### src/rtl/single_cycle_cpu.sv
// Single-cycle 32-bit MIPS-subset CPU: fetch, decode, execute and retire one instruction per clock.
// Holds its own PC, instruction ROM, 32x32 register file, ALU and data RAM, with debug views of all state.
module single_cycle_cpu #(
  parameter int    IMEM_DEPTH = 64,
  parameter int    DMEM_DEPTH = 64,
  parameter string IMEM_FILE  = "instr.mem"
) (
  input  logic        clk,
  input  logic        rst,
  output logic [31:0] pcout,
  output logic [31:0] instrout,
  output logic [31:0] r0,  r1,  r2,  r3,  r4,  r5,  r6,  r7,
  output logic [31:0] t0,  t1,  t2,  t3,  t4,  t5,  t6,  t7,
  output logic [31:0] s0,  s1,  s2,  s3,  s4,  s5,  s6,  s7,
  output logic [31:0] t8,  t9,
  output logic [31:0] r26, r27, r28, r29, r30, r31,
  output logic        Zero,
  output logic [31:0] aluresult,
  output logic [31:0] readdata1,
  output logic [31:0] readdata2,
  output logic [31:0] writedata,
  output logic [4:0]  chooserd,
  output logic        RegWrite,
  output logic [31:0] d0, d1, d2,
  output logic        MemWrite
);

  localparam int IA = $clog2(IMEM_DEPTH);
  localparam int DA = $clog2(DMEM_DEPTH);
  localparam logic [31:0] PC_MASK = 32'(IMEM_DEPTH * 4 - 1);

  typedef enum logic [3:0] {
    ALU_ADD, ALU_SUB, ALU_AND, ALU_OR, ALU_SLT, ALU_NOR, ALU_SLL, ALU_SRL, ALU_LUI
  } alu_op_e;

  logic [31:0] imem [IMEM_DEPTH];

  // ROM words start at 0 and execute as nop until a program is placed in them.
  initial begin
    for (int i = 0; i < IMEM_DEPTH; i++) imem[i] = '0;
  end

  logic [31:0] pc_q, pc_d;
  logic [31:0] regs_q [32];
  logic [31:0] regs_d [32];
  logic [31:0] dmem_q [DMEM_DEPTH];
  logic [31:0] dmem_d [DMEM_DEPTH];

  logic [31:0] instr;
  logic [5:0]  opcode, funct;
  logic [4:0]  rs, rt, rd, shamt;
  logic [15:0] imm;
  logic [31:0] imm_sext, imm_ext, alu_b, pc_plus4, dmem_rdata;
  logic [DA-1:0] dmem_idx;

  logic    reg_write, reg_dst_rd, alu_src_imm, imm_zext, mem_write, mem_to_reg;
  logic    branch_eq, branch_ne, jump, link, branch_taken;
  alu_op_e alu_op;

  assign instr    = imem[pc_q[IA+1:2]];
  assign opcode   = instr[31:26];
  assign rs       = instr[25:21];
  assign rt       = instr[20:16];
  assign rd       = instr[15:11];
  assign shamt    = instr[10:6];
  assign funct    = instr[5:0];
  assign imm      = instr[15:0];
  assign imm_sext = {{16{imm[15]}}, imm};
  assign imm_ext  = imm_zext ? {16'h0000, imm} : imm_sext;
  assign pc_plus4 = pc_q + 32'd4;

  // NOTE: every signal assigned in an always_comb gets a default first, otherwise a latch is inferred.
  always_comb begin
    reg_write   = 1'b0;
    reg_dst_rd  = 1'b0;
    alu_src_imm = 1'b0;
    imm_zext    = 1'b0;
    mem_write   = 1'b0;
    mem_to_reg  = 1'b0;
    branch_eq   = 1'b0;
    branch_ne   = 1'b0;
    jump        = 1'b0;
    link        = 1'b0;
    alu_op      = ALU_ADD;
    case (opcode)
      6'h00: begin
        reg_dst_rd = 1'b1;
        reg_write  = 1'b1;
        case (funct)
          6'h20:   alu_op = ALU_ADD;
          6'h22:   alu_op = ALU_SUB;
          6'h24:   alu_op = ALU_AND;
          6'h25:   alu_op = ALU_OR;
          6'h2A:   alu_op = ALU_SLT;
          6'h27:   alu_op = ALU_NOR;
          6'h00:   alu_op = ALU_SLL;
          6'h02:   alu_op = ALU_SRL;
          default: reg_write = 1'b0;
        endcase
      end
      6'h08: begin reg_write = 1'b1; alu_src_imm = 1'b1; alu_op = ALU_ADD; end
      6'h0C: begin reg_write = 1'b1; alu_src_imm = 1'b1; imm_zext = 1'b1; alu_op = ALU_AND; end
      6'h0D: begin reg_write = 1'b1; alu_src_imm = 1'b1; imm_zext = 1'b1; alu_op = ALU_OR; end
      6'h0A: begin reg_write = 1'b1; alu_src_imm = 1'b1; alu_op = ALU_SLT; end
      6'h0F: begin reg_write = 1'b1; alu_op = ALU_LUI; end
      6'h23: begin reg_write = 1'b1; alu_src_imm = 1'b1; mem_to_reg = 1'b1; end
      6'h2B: begin mem_write = 1'b1; alu_src_imm = 1'b1; end
      6'h04: begin branch_eq = 1'b1; alu_op = ALU_SUB; end
      6'h05: begin branch_ne = 1'b1; alu_op = ALU_SUB; end
      6'h02: jump = 1'b1;
      6'h03: begin jump = 1'b1; link = 1'b1; reg_write = 1'b1; end
      default: ;
    endcase
  end

  assign alu_b = alu_src_imm ? imm_ext : readdata2;

  always_comb begin
    case (alu_op)
      ALU_ADD: aluresult = readdata1 + alu_b;
      ALU_SUB: aluresult = readdata1 - alu_b;
      ALU_AND: aluresult = readdata1 & alu_b;
      ALU_OR:  aluresult = readdata1 | alu_b;
      ALU_SLT: aluresult = {31'd0, $signed(readdata1) < $signed(alu_b)};
      ALU_NOR: aluresult = ~(readdata1 | alu_b);
      ALU_SLL: aluresult = alu_b << shamt;
      ALU_SRL: aluresult = alu_b >> shamt;
      ALU_LUI: aluresult = {imm, 16'h0000};
      default: aluresult = '0;
    endcase
  end

  assign Zero         = (aluresult == 32'd0);
  assign dmem_idx     = aluresult[DA+1:2];
  assign dmem_rdata   = dmem_q[dmem_idx];
  assign readdata1    = regs_q[rs];
  assign readdata2    = regs_q[rt];
  assign chooserd     = link ? 5'd31 : (reg_dst_rd ? rd : rt);
  assign writedata    = mem_to_reg ? dmem_rdata : (link ? pc_plus4 : aluresult);
  assign branch_taken = (branch_eq && Zero) || (branch_ne && !Zero);

  always_comb begin
    if (jump)              pc_d = {pc_plus4[31:28], instr[25:0], 2'b00};
    else if (branch_taken) pc_d = pc_plus4 + (imm_sext << 2);
    else                   pc_d = pc_plus4;
    pc_d = pc_d & PC_MASK;
  end

  always_comb begin
    regs_d = regs_q;
    if (reg_write && chooserd != 5'd0) regs_d[chooserd] = writedata;
  end

  always_comb begin
    dmem_d = dmem_q;
    if (mem_write) dmem_d[dmem_idx] = readdata2;
  end

  // NOTE: the register file and data RAM are flop arrays cleared by reset, so they cannot map to block RAM.
  always_ff @(posedge clk or posedge rst) begin
    if (rst) begin
      pc_q   <= '0;
      regs_q <= '{default: '0};
      dmem_q <= '{default: '0};
    end else begin
      // NOTE: non-blocking assignments let PC, registers and RAM all update from the same pre-edge values.
      pc_q   <= pc_d;
      regs_q <= regs_d;
      dmem_q <= dmem_d;
    end
  end

  assign pcout    = pc_q;
  assign instrout = instr;
  assign RegWrite = reg_write;
  assign MemWrite = mem_write;
  assign d0 = dmem_q[0];
  assign d1 = dmem_q[1];
  assign d2 = dmem_q[2];

  assign r0  = regs_q[0];   assign r1  = regs_q[1];   assign r2  = regs_q[2];   assign r3  = regs_q[3];
  assign r4  = regs_q[4];   assign r5  = regs_q[5];   assign r6  = regs_q[6];   assign r7  = regs_q[7];
  assign t0  = regs_q[8];   assign t1  = regs_q[9];   assign t2  = regs_q[10];  assign t3  = regs_q[11];
  assign t4  = regs_q[12];  assign t5  = regs_q[13];  assign t6  = regs_q[14];  assign t7  = regs_q[15];
  assign s0  = regs_q[16];  assign s1  = regs_q[17];  assign s2  = regs_q[18];  assign s3  = regs_q[19];
  assign s4  = regs_q[20];  assign s5  = regs_q[21];  assign s6  = regs_q[22];  assign s7  = regs_q[23];
  assign t8  = regs_q[24];  assign t9  = regs_q[25];  assign r26 = regs_q[26];  assign r27 = regs_q[27];
  assign r28 = regs_q[28];  assign r29 = regs_q[29];  assign r30 = regs_q[30];  assign r31 = regs_q[31];

endmodule

### config.mk
export PLATFORM = sky130hd
export DESIGN_NAME = single_cycle_cpu
export DESIGN_NICKNAME = d
export VERILOG_FILES = /design/src/rtl/single_cycle_cpu.sv
export SDC_FILE = /design/constraint.sdc
export NUM_CORES = 1
export LEC_CHECK = 0
export ABC_AREA = 1
export BUFFER_PORTS_ARGS = -buffer_cell sky130_fd_sc_hd__buf_2
export CORE_AREA = 2 2 511 513
export DETAILED_ROUTE_END_ITERATION = 10
export DIE_AREA = 0 0 513 515
export GPL_ROUTABILITY_DRIVEN = 0
export GPL_TIMING_DRIVEN = 0
export PLACE_DENSITY = 0.3
export SYNTH_ARGS = -nofsm -noshare
export SYNTH_HDL_FRONTEND = slang
export SYNTH_SLANG_ARGS = --single-unit
### constraint.sdc
create_clock -name clk -period 1.3 [get_ports clk]
set_clock_uncertainty 0.15 [all_clocks]
set_input_delay 0.195 -clock clk [delete_from_list [all_inputs] [get_ports clk]]
set_output_delay 0.195 -clock clk [all_outputs]
set_load 0.02 [all_outputs]
==> results.toml, run 1 <==
[clock_tree]
cts_root_buffer = "clkbuf_16"
clockBufferDepth = 2
clkLatencyLatePin_ps = 230
numCtsBuffers = 3
clk_pin_slew_ps = 30
cts_tree = "yes"
cts.htree.levels = 1
cts_sinks = 6

[placed_design]
hpwl_mm = 23.0
place_inst = 6059
portBuffers = 7

[run_status]
status = "complete, no violations"

[die]
die_y_microns = 515
initial_core_util = 0.0392
io_pins = 1322
core_sq_um = 259000
dieWidth_microns = 513
rows = 187
dieArea_sq_um = 264000

[yosys]
yosysSeqAreaShare = 0.0148
avgSynthCellArea_sq_um = 7.57
synth_cells = 1338
synth-adder-area-share = 0.00124
synth-xor-area-share = 0.00260
synthSimpleGateAreaFrac = 0.00346
ys.warnings.count = 0
synth_mux_area_frac = 0
synthesis.area_sq_um = 10100
ys_ff_latch = 6
synth_compound_area_frac = 0.00111
synth_cell_types = 12
synth_top_family_by_area = "buffers and inverters"

[power_and_ir_drop]
internal_power_uw = 3220
ir_drop_uv = 246
p_leak_uw = 0.0116
p_comb_frac = 0.906
swShare = 0.563
power.density_nw_per_um2 = 379
p_seq_frac = 0.026
clkPwrFrac = 0.068
p_switching_uw = 4140

[timing]
rsz0062_at_grt = "false"
period_needed_ps = 1220
period_share = 0.941
tns_ps = 0
slew_viol_final = 0
setup_viol = 0
fmax_mhz = 818
hold_viol = 0

[worst_setup_path]
path_class = "register to output pin"
ff2ff_setup_slack_ps = 190
crit_buf_inv = 1
crit_path_max_incr_delay_ps = 430
critical_path_arrival_ps = 880
required_ps = 950
endpoint_kind = "output pin"
r2r.worst_path.cells = 3
cp-start-kind = "register"
reg2reg_to = "pcout[6]$_DFF_PP0_"
crit_fanout = 5
slowest_stage = "dfrtp_1"
path_cells = "buf_2"
reg2reg_from = "pcout[2]$_DFF_PP0_"
cp_top_family = "flip-flops"

[drt]
wire_per_inst_microns = 3.68
drc = 0
drt_iter0_drc = 39
drt-total-wl_mm = 22.3
detail-route-antenna-nets = 0
detail_route.vias_per_cell = 1.16
first_pass_iters = 4
vias = 7056

[worst_hold_path]
min_from = "pcout[6]$_DFF_PP0_"
hp-class = "register to register"
hold_depth = 1
hold-path-endpoint = "pcout[6]$_DFF_PP0_"

[global_route]
antenna_found_initial = 2
grt_pass1_wl_mm = 25.8
grt_usage = 0.0128
grt_max_degree = 7
overflow = 0
grt_pass1_vias = 4617

[layout]
syn2layout_area_growth_pct = 91.9
drive_above_1_share = 0.498
largest_register_ffs = 6
layout.nets = 2666
utilization = 0.0751
final_cells = 6064

[job]
max-cap-violations = 0
==> cell usage in the layout (no fill, tap or decap) <==
cell type	netlist	final
diode_2	0	1
nand3_2	1	1
xor2_1	1	1
dlygate4sd3_1	0	1
nor2_1	1	1
buf_4	1314	1314
buf_2	0	7
inv_1	4	4
conb_1	2	1314
nand2_1	3	3
clkbuf_16	0	3
nand3_1	2	2
dfrtp_1	6	6
ha_1	1	1
o21bai_2	1	1
xnor2_1	2	2
==> synth_stat cells <==
library cell  number  area share
nand2_1            3      0.0011
xor2_1             1     0.00087
nand3_2            1     0.00099
buf_4           1314        0.97
nand3_1            2     0.00099
o21bai_2           1      0.0011
dfrtp_1            6       0.015
inv_1              4      0.0015
nor2_1             1     0.00037
ha_1               1      0.0012
xnor2_1            2      0.0017
conb_1             2     0.00074
==> cell families after synthesis <==
family	Yosys count
compound gates	1
xor+xnor	3
fa+ha+maj	1
buf+inv	1318
flops	6
other cells	2
simple gates	7
==> stage by stage <==
step	worst slack, ps	total power (uW)	hold slack, ps	cell area, sq um
6_report	77.0	7360	341	19400
5_1_grt	49.5	7790	367	19400
4_1_cts	59.6	7030	348	19400
3_5_place_dp	168	6510	9.64	19300
3_3_place_gp	171	6510	-1.49	19300
2_1_floorplan	111	6510	-164	15000
==> routing by layer <==
layer | vias up | wire (microns) | global-route usage
li1 | 4032 | - | -
met1 | 2258 | 4170 | 0.00675
met2 | 760 | 13300 | 0.0295
met3 | 6 | 4310 | 0.00551
met4 | 0 | 474 | 0.00817
met5 | - | 0 | 0
==> power by group through the flow <==
stage                     logic [uW]  clock network [uW]  registers, uW
after global placement          6320                   0            190
after CTS                       6330                 510            188
after global routing            7090                 515            188
final                           6670                 501            188
after detailed placement        6320                   0            190
after floorplan                 6320                   0            190
==> worst max path at each step <==
stage	slack (ps)	startpoint	endpoint	depth (start not counted)
finish	80	pcout[4]$_DFF_PP0_	pcout[4]	1
CTS	60	pcout[4]$_DFF_PP0_	pcout[4]	1
floorplan	110	pcout[3]$_DFF_PP0_	pcout[6]$_DFF_PP0_	3
global placement	170	pcout[3]$_DFF_PP0_	pcout[6]$_DFF_PP0_	3
detailed placement	170	pcout[2]$_DFF_PP0_	pcout[6]$_DFF_PP0_	3
global route	50	pcout[4]$_DFF_PP0_	pcout[4]	1
==> final cells by class <==
cell class              count  area (sq um)
inverters                   4          15.0
fillers                 30600        239000
flip-flops and latches      6           150
multi-input cells        1326          5020
repair buffers              8          45.0
well taps                3402          4260
clock buffers               3          75.1
diodes                      1          2.50
plain buffers            1314          9860
==> what timing repair did <==
action / CTS / global route
resized for setup: 0 / 0
hold buffers: 1 / 0
endpoints found under the hold margin: 6 / 0
setup endpoints to repair: 0 / 0
setup buffers: 0 / 0
Note: power is estimated with default switching activity, not from simulation.
==> run 2, diff against run 1 <==
- REMOVE_ABC_BUFFERS: not set -> 1
==> results.toml, run 2 (synthesis results as in run 1) <==
[power_and_ir_drop]
ir_drop_uv = 340
internal_power_uw = 586
power.density_nw_per_um2 = 427
p_comb_frac = 0.833
swShare = 0.857
p_switching_uw = 3500
p_seq_frac = 0.046
p_leak_uw = 0.00447
totalPowerFinal_uw = 4080
clkPwrFrac = 0.121

[timing]
period_share = 0.922
slew_viol_final = 0
tns_ps = 0
hold_viol = 0
rsz0062_at_grt = "false"
period_needed_ps = 1200
fin_ws_ps = 101
fmax_mhz = 834
setup_viol = 0

[drt]
detail-route-antenna-nets = 0
wire_per_inst_microns = 1.71
detail_route.vias_per_cell = 0.761
drc = 0
vias = 3615
first_pass_iters = 2
drt_iter0_drc = 9
drt-total-wl_mm = 8.12

[worst_setup_path]
r2r.worst_path.cells = 3
crit_buf_inv = 1
required_ps = 950
crit_fanout = 5
cp_top_family = "flip-flops"
reg2reg_from = "pcout[2]$_DFF_PP0_"
slowest_stage = "dfrtp_1"
crit_path_max_incr_delay_ps = 420
path_cells = "buf_2"
cp-start-kind = "register"
endpoint_kind = "output pin"
reg2reg_to = "pcout[6]$_DFF_PP0_"
ff2ff_setup_slack_ps = 180
critical_path_arrival_ps = 850
path_class = "register to output pin"

[layout]
largest_register_ffs = 6
syn2layout_area_growth_pct = -5.56
fill_cells = 30900
final_cell_mix = "conb_1, buf_2, dfrtp_1"
regArea_sq_um = 150
antenna_cells = 0
layout.nets = 1352
drive_above_1_share = 0.00891
final_common_cell = "conb_1"
multiInputGateArea_sq_um = 5020

[die]
die_y_microns = 515
core_sq_um = 259000
dieArea_sq_um = 264000
dieWidth_microns = 513
rows = 187
initial_core_util = 0.0392
io_pins = 1322

[worst_hold_path]
hold_depth = 1
min_from = "pcout[6]$_DFF_PP0_"
hp-class = "register to register"
hold-path-endpoint = "pcout[6]$_DFF_PP0_"

[global_route]
grt_max_degree = 7
overflow = 0
grt_pass1_vias = 912
grt_usage = 0.00228
antenna_found_initial = 2
grt_pass1_wl_mm = 5.32

[clock_tree]
clkLatencyLatePin_ps = 230
clockBufferDepth = 2
cts_root_buffer = "clkbuf_16"
numCtsBuffers = 3
cts.htree.levels = 1
post_cts_buffers = 0
cts_sinks = 6
clk_pin_slew_ps = 30
cts_tree = "yes"

[placed_design]
portBuffers = 7
pre_cts_ws_ps = 179
hpwl_mm = 8.18

[job]
max-cap-violations = 0

[run_status]
status = "complete, no violations"
==> run 2: cell types whose count changed in the layout (fill, tap and decap cells not counted) <==
cell     change
diode_2      -1
buf_4     -1314
==> run 2: cell type report <==
| type | count | area share |
|---|---|---|
| Multi-Input combinational cell | 1326 | 0.525 |
| Tap cell | 3402 | 0.445 |
| Sequential cell | 6 | 0.0157 |
| Clock buffer | 3 | 0.00785 |
| Timing Repair Buffer | 8 | 0.00471 |
| Inverter | 4 | 0.00157 |
==> run 2: what timing repair did <==
item	4_1_cts	5_1_grt
hold buffers	1	0
endpoints found under the hold margin	6	0
setup endpoints to repair	0	0
resized for setup	0	0
==> run 2: worst max-delay path by stage <==
stage / start / endpoint / depth (start not counted)
floorplan: pcout[3]$_DFF_PP0_ / pcout[6]$_DFF_PP0_ / 3
global placement: pcout[2]$_DFF_PP0_ / pcout[6]$_DFF_PP0_ / 3
detailed placement: pcout[2]$_DFF_PP0_ / pcout[6]$_DFF_PP0_ / 3
CTS: pcout[4]$_DFF_PP0_ / pcout[4] / 1
global route: pcout[2]$_DFF_PP0_ / pcout[2] / 1
finish: pcout[4]$_DFF_PP0_ / pcout[4] / 1
==> run 2: worst register-to-register path, cell delays in order, from the launching register on <==
cell	delay, ps
dfrtp_1	410
ha_1	220
nand3_1	90
xnor2_1	130
==> run 2: power groups by stage <==
stage               Combinational [uW]  Clock (uW)  Sequential, uW
floorplan                         3280           0             190
global placement                  3280           0             190
detailed placement                3280           0             190
CTS                               3290         508             188
global route                      3600         521             188
finish                            3400         494             188
==> run 2: metal layers <==
metal  vias up  GRT usage  routed length (microns)
met5         -          0                        0
met4         0   0.000732                       52
met3         6   0.000243                     2760
met2       764    0.00589                     4590
met1      1439    0.00139                      727
li1       1406          -                        -
==> run 2: stage by stage <==
step	hold slack (ps)	instances	util	area (sq um)
final	350	4749	0.0370	9560
after global routing	372	4749	0.0370	9560
after CTS	350	4749	0.0370	9560
after detailed placement	-2.20	4745	0.0366	9470
after global placement	0.496	4745	0.0366	9470
after floorplan	-164	1336	-	5180
==> run 3, diff against run 2 <==
- BUFFER_PORTS_ARGS: -buffer_cell sky130_fd_sc_hd__buf_2 -> not set
- CAP_MARGIN: not set -> 10
- CORE_AREA: 2 2 511 513 -> 2 2 509 511
- DIE_AREA: 0 0 513 515 -> 0 0 511 513
- DONT_BUFFER_PORTS: not set -> 1
==> results.toml, run 3 (synthesis results as in run 1) <==
[run_status]
status = "complete, no violations"

[layout]
final_common_cell = "conb_1"
layout.nets = 1345
drive_above_1_share = 0.00597
postLayoutCellArea_sq_um = 9510
antenna_cells = 0
largest_register_ffs = 6
syn2layout_area_growth_pct = -6.09
final_cell_mix = "conb_1, inv_1"

[timing]
slew_viol_final = 0
period_needed_ps = 1190
hold_viol = 0
holdWs_ps = 341
period_share = 0.916
fmax_mhz = 840
rsz0062_at_grt = "false"
setup_viol = 0

[global_route]
grt_pass1_wl_mm = 6.73
grt_pass1_vias = 1026
grt_max_degree = 7
antenna_found_initial = 1
grt_usage = 0.00301
overflow = 0

[clock_tree]
clk_pin_slew_ps = 30
clkLatencyLatePin_ps = 230
post_cts_buffers = 0
cts_root_buffer = "clkbuf_16"
cts.htree.levels = 1
clockBufferDepth = 2
cts_sinks = 6
numCtsBuffers = 3
cts_tree = "yes"

[power_and_ir_drop]
swShare = 0.857
internal_power_uw = 585
ir_drop_uv = 239
totalPowerFinal_uw = 4090
clkPwrFrac = 0.123
p_comb_frac = 0.831
power.density_nw_per_um2 = 431
p_seq_frac = 0.046
p_leak_uw = 0.00444
p_switching_uw = 3510

[drt]
drt-total-wl_mm = 8.85
drt_iter0_drc = 16
drc = 0
detail-route-antenna-nets = 0
vias = 3599
wire_per_inst_microns = 1.87
first_pass_iters = 2
detail_route.vias_per_cell = 0.762

[placed_design]
hpwl_mm = 8.89
portBuffers = 0
place_area_sq_um = 9420

[worst_setup_path]
crit_fanout = 4
crit_path_max_incr_delay_ps = 450
critical_path_arrival_ps = 1140
slowest_stage = "dfrtp_2"
path_class = "register to register"
required_ps = 1250
path_cells = "ha_1, nand3_1, xnor2_1"
endpoint_kind = "register"
cp-start-kind = "register"
crit_start = "pcout[2]$_DFF_PP0_"
reg2reg_from = "pcout[2]$_DFF_PP0_"

[die]
rows = 186
core_sq_um = 256000
dieArea_sq_um = 262000
io_pins = 1322
dieWidth_microns = 511
die_y_microns = 513
initial_core_util = 0.0395

[job]
max-cap-violations = 0

[worst_hold_path]
hp-class = "input pin to asynchronous set/reset pin"
run 3: changes by cell type in the layout (fill, tap and decap cells not counted), sizes merged:
cell	change
buf	-7
run 3: worst paths after layout:
path	cells after the start	slack, ps	endpoint
min in group clk	1	430	pcout[2]$_DFF_PP0_
worst min-delay path	2	340	pcout[7]$_DFF_PP0_
worst min register to register	1	430	pcout[2]$_DFF_PP0_
worst max-delay path	3	110	pcout[6]$_DFF_PP0_
max in group asynchronous	2	430	pcout[3]$_DFF_PP0_
worst max register to register	3	110	pcout[6]$_DFF_PP0_
run 3: metrics by stage:
stage          instances  setup TNS (ps)    util  setup WS (ps)
2_1_floorplan       1336               0       -            111
3_3_place_gp        4720            -279  0.0368           -268
3_5_place_dp        4720            -270  0.0368           -256
4_1_cts             4724               0  0.0371           5.78
5_1_grt             4724               0  0.0371           35.6
6_report            4724               0  0.0371            109
run 3: layout make-up:
| type | instances | area (sq um) |
|---|---|---|
| multi-input combinational | 1326 | 5020 |
| fill | 30700 | 247000 |
| sequential | 6 | 154 |
| tap | 3384 | 4230 |
| clock buffer | 3 | 75.1 |
| inverter | 4 | 15.0 |
| timing repair buffer | 1 | 10.0 |
run 3: critical path: cells and delay by family, from the launching register on:
kind / cells / cell delay [ps]
adders and majority gates: 1 / 210
DFF: 1 / 450
xor gates and xnor gates: 1 / 150
and+or+nand+nor: 1 / 90
run 3: power groups by stage:
stage	Clock [uW]	Sequential [uW]	Combinational (uW)
floorplan	0	190	3280
global placement	0	190	3280
detailed placement	0	190	3280
CTS	510	188	3290
global route	521	188	3560
finish	503	188	3400
run 3: repair_timing:
| item | 4_1_cts | 5_1_grt |
|---|---|---|
| setup endpoints to repair | 2 | 1 |
| endpoints found under the hold margin | 6 | 0 |
| hold buffers | 1 | 0 |
| resized for setup | 1 | 2 |
run 3: per-layer routing:
metal | share of wire | track usage | vias up
met5 | 0 | 0 | -
met2 | 0.61 | 0.00880 | 759
li1 | - | - | 1390
met4 | 0.0064 | 0.000736 | 0
met3 | 0.30 | 0.000146 | 7
met1 | 0.083 | 0.00123 | 1443
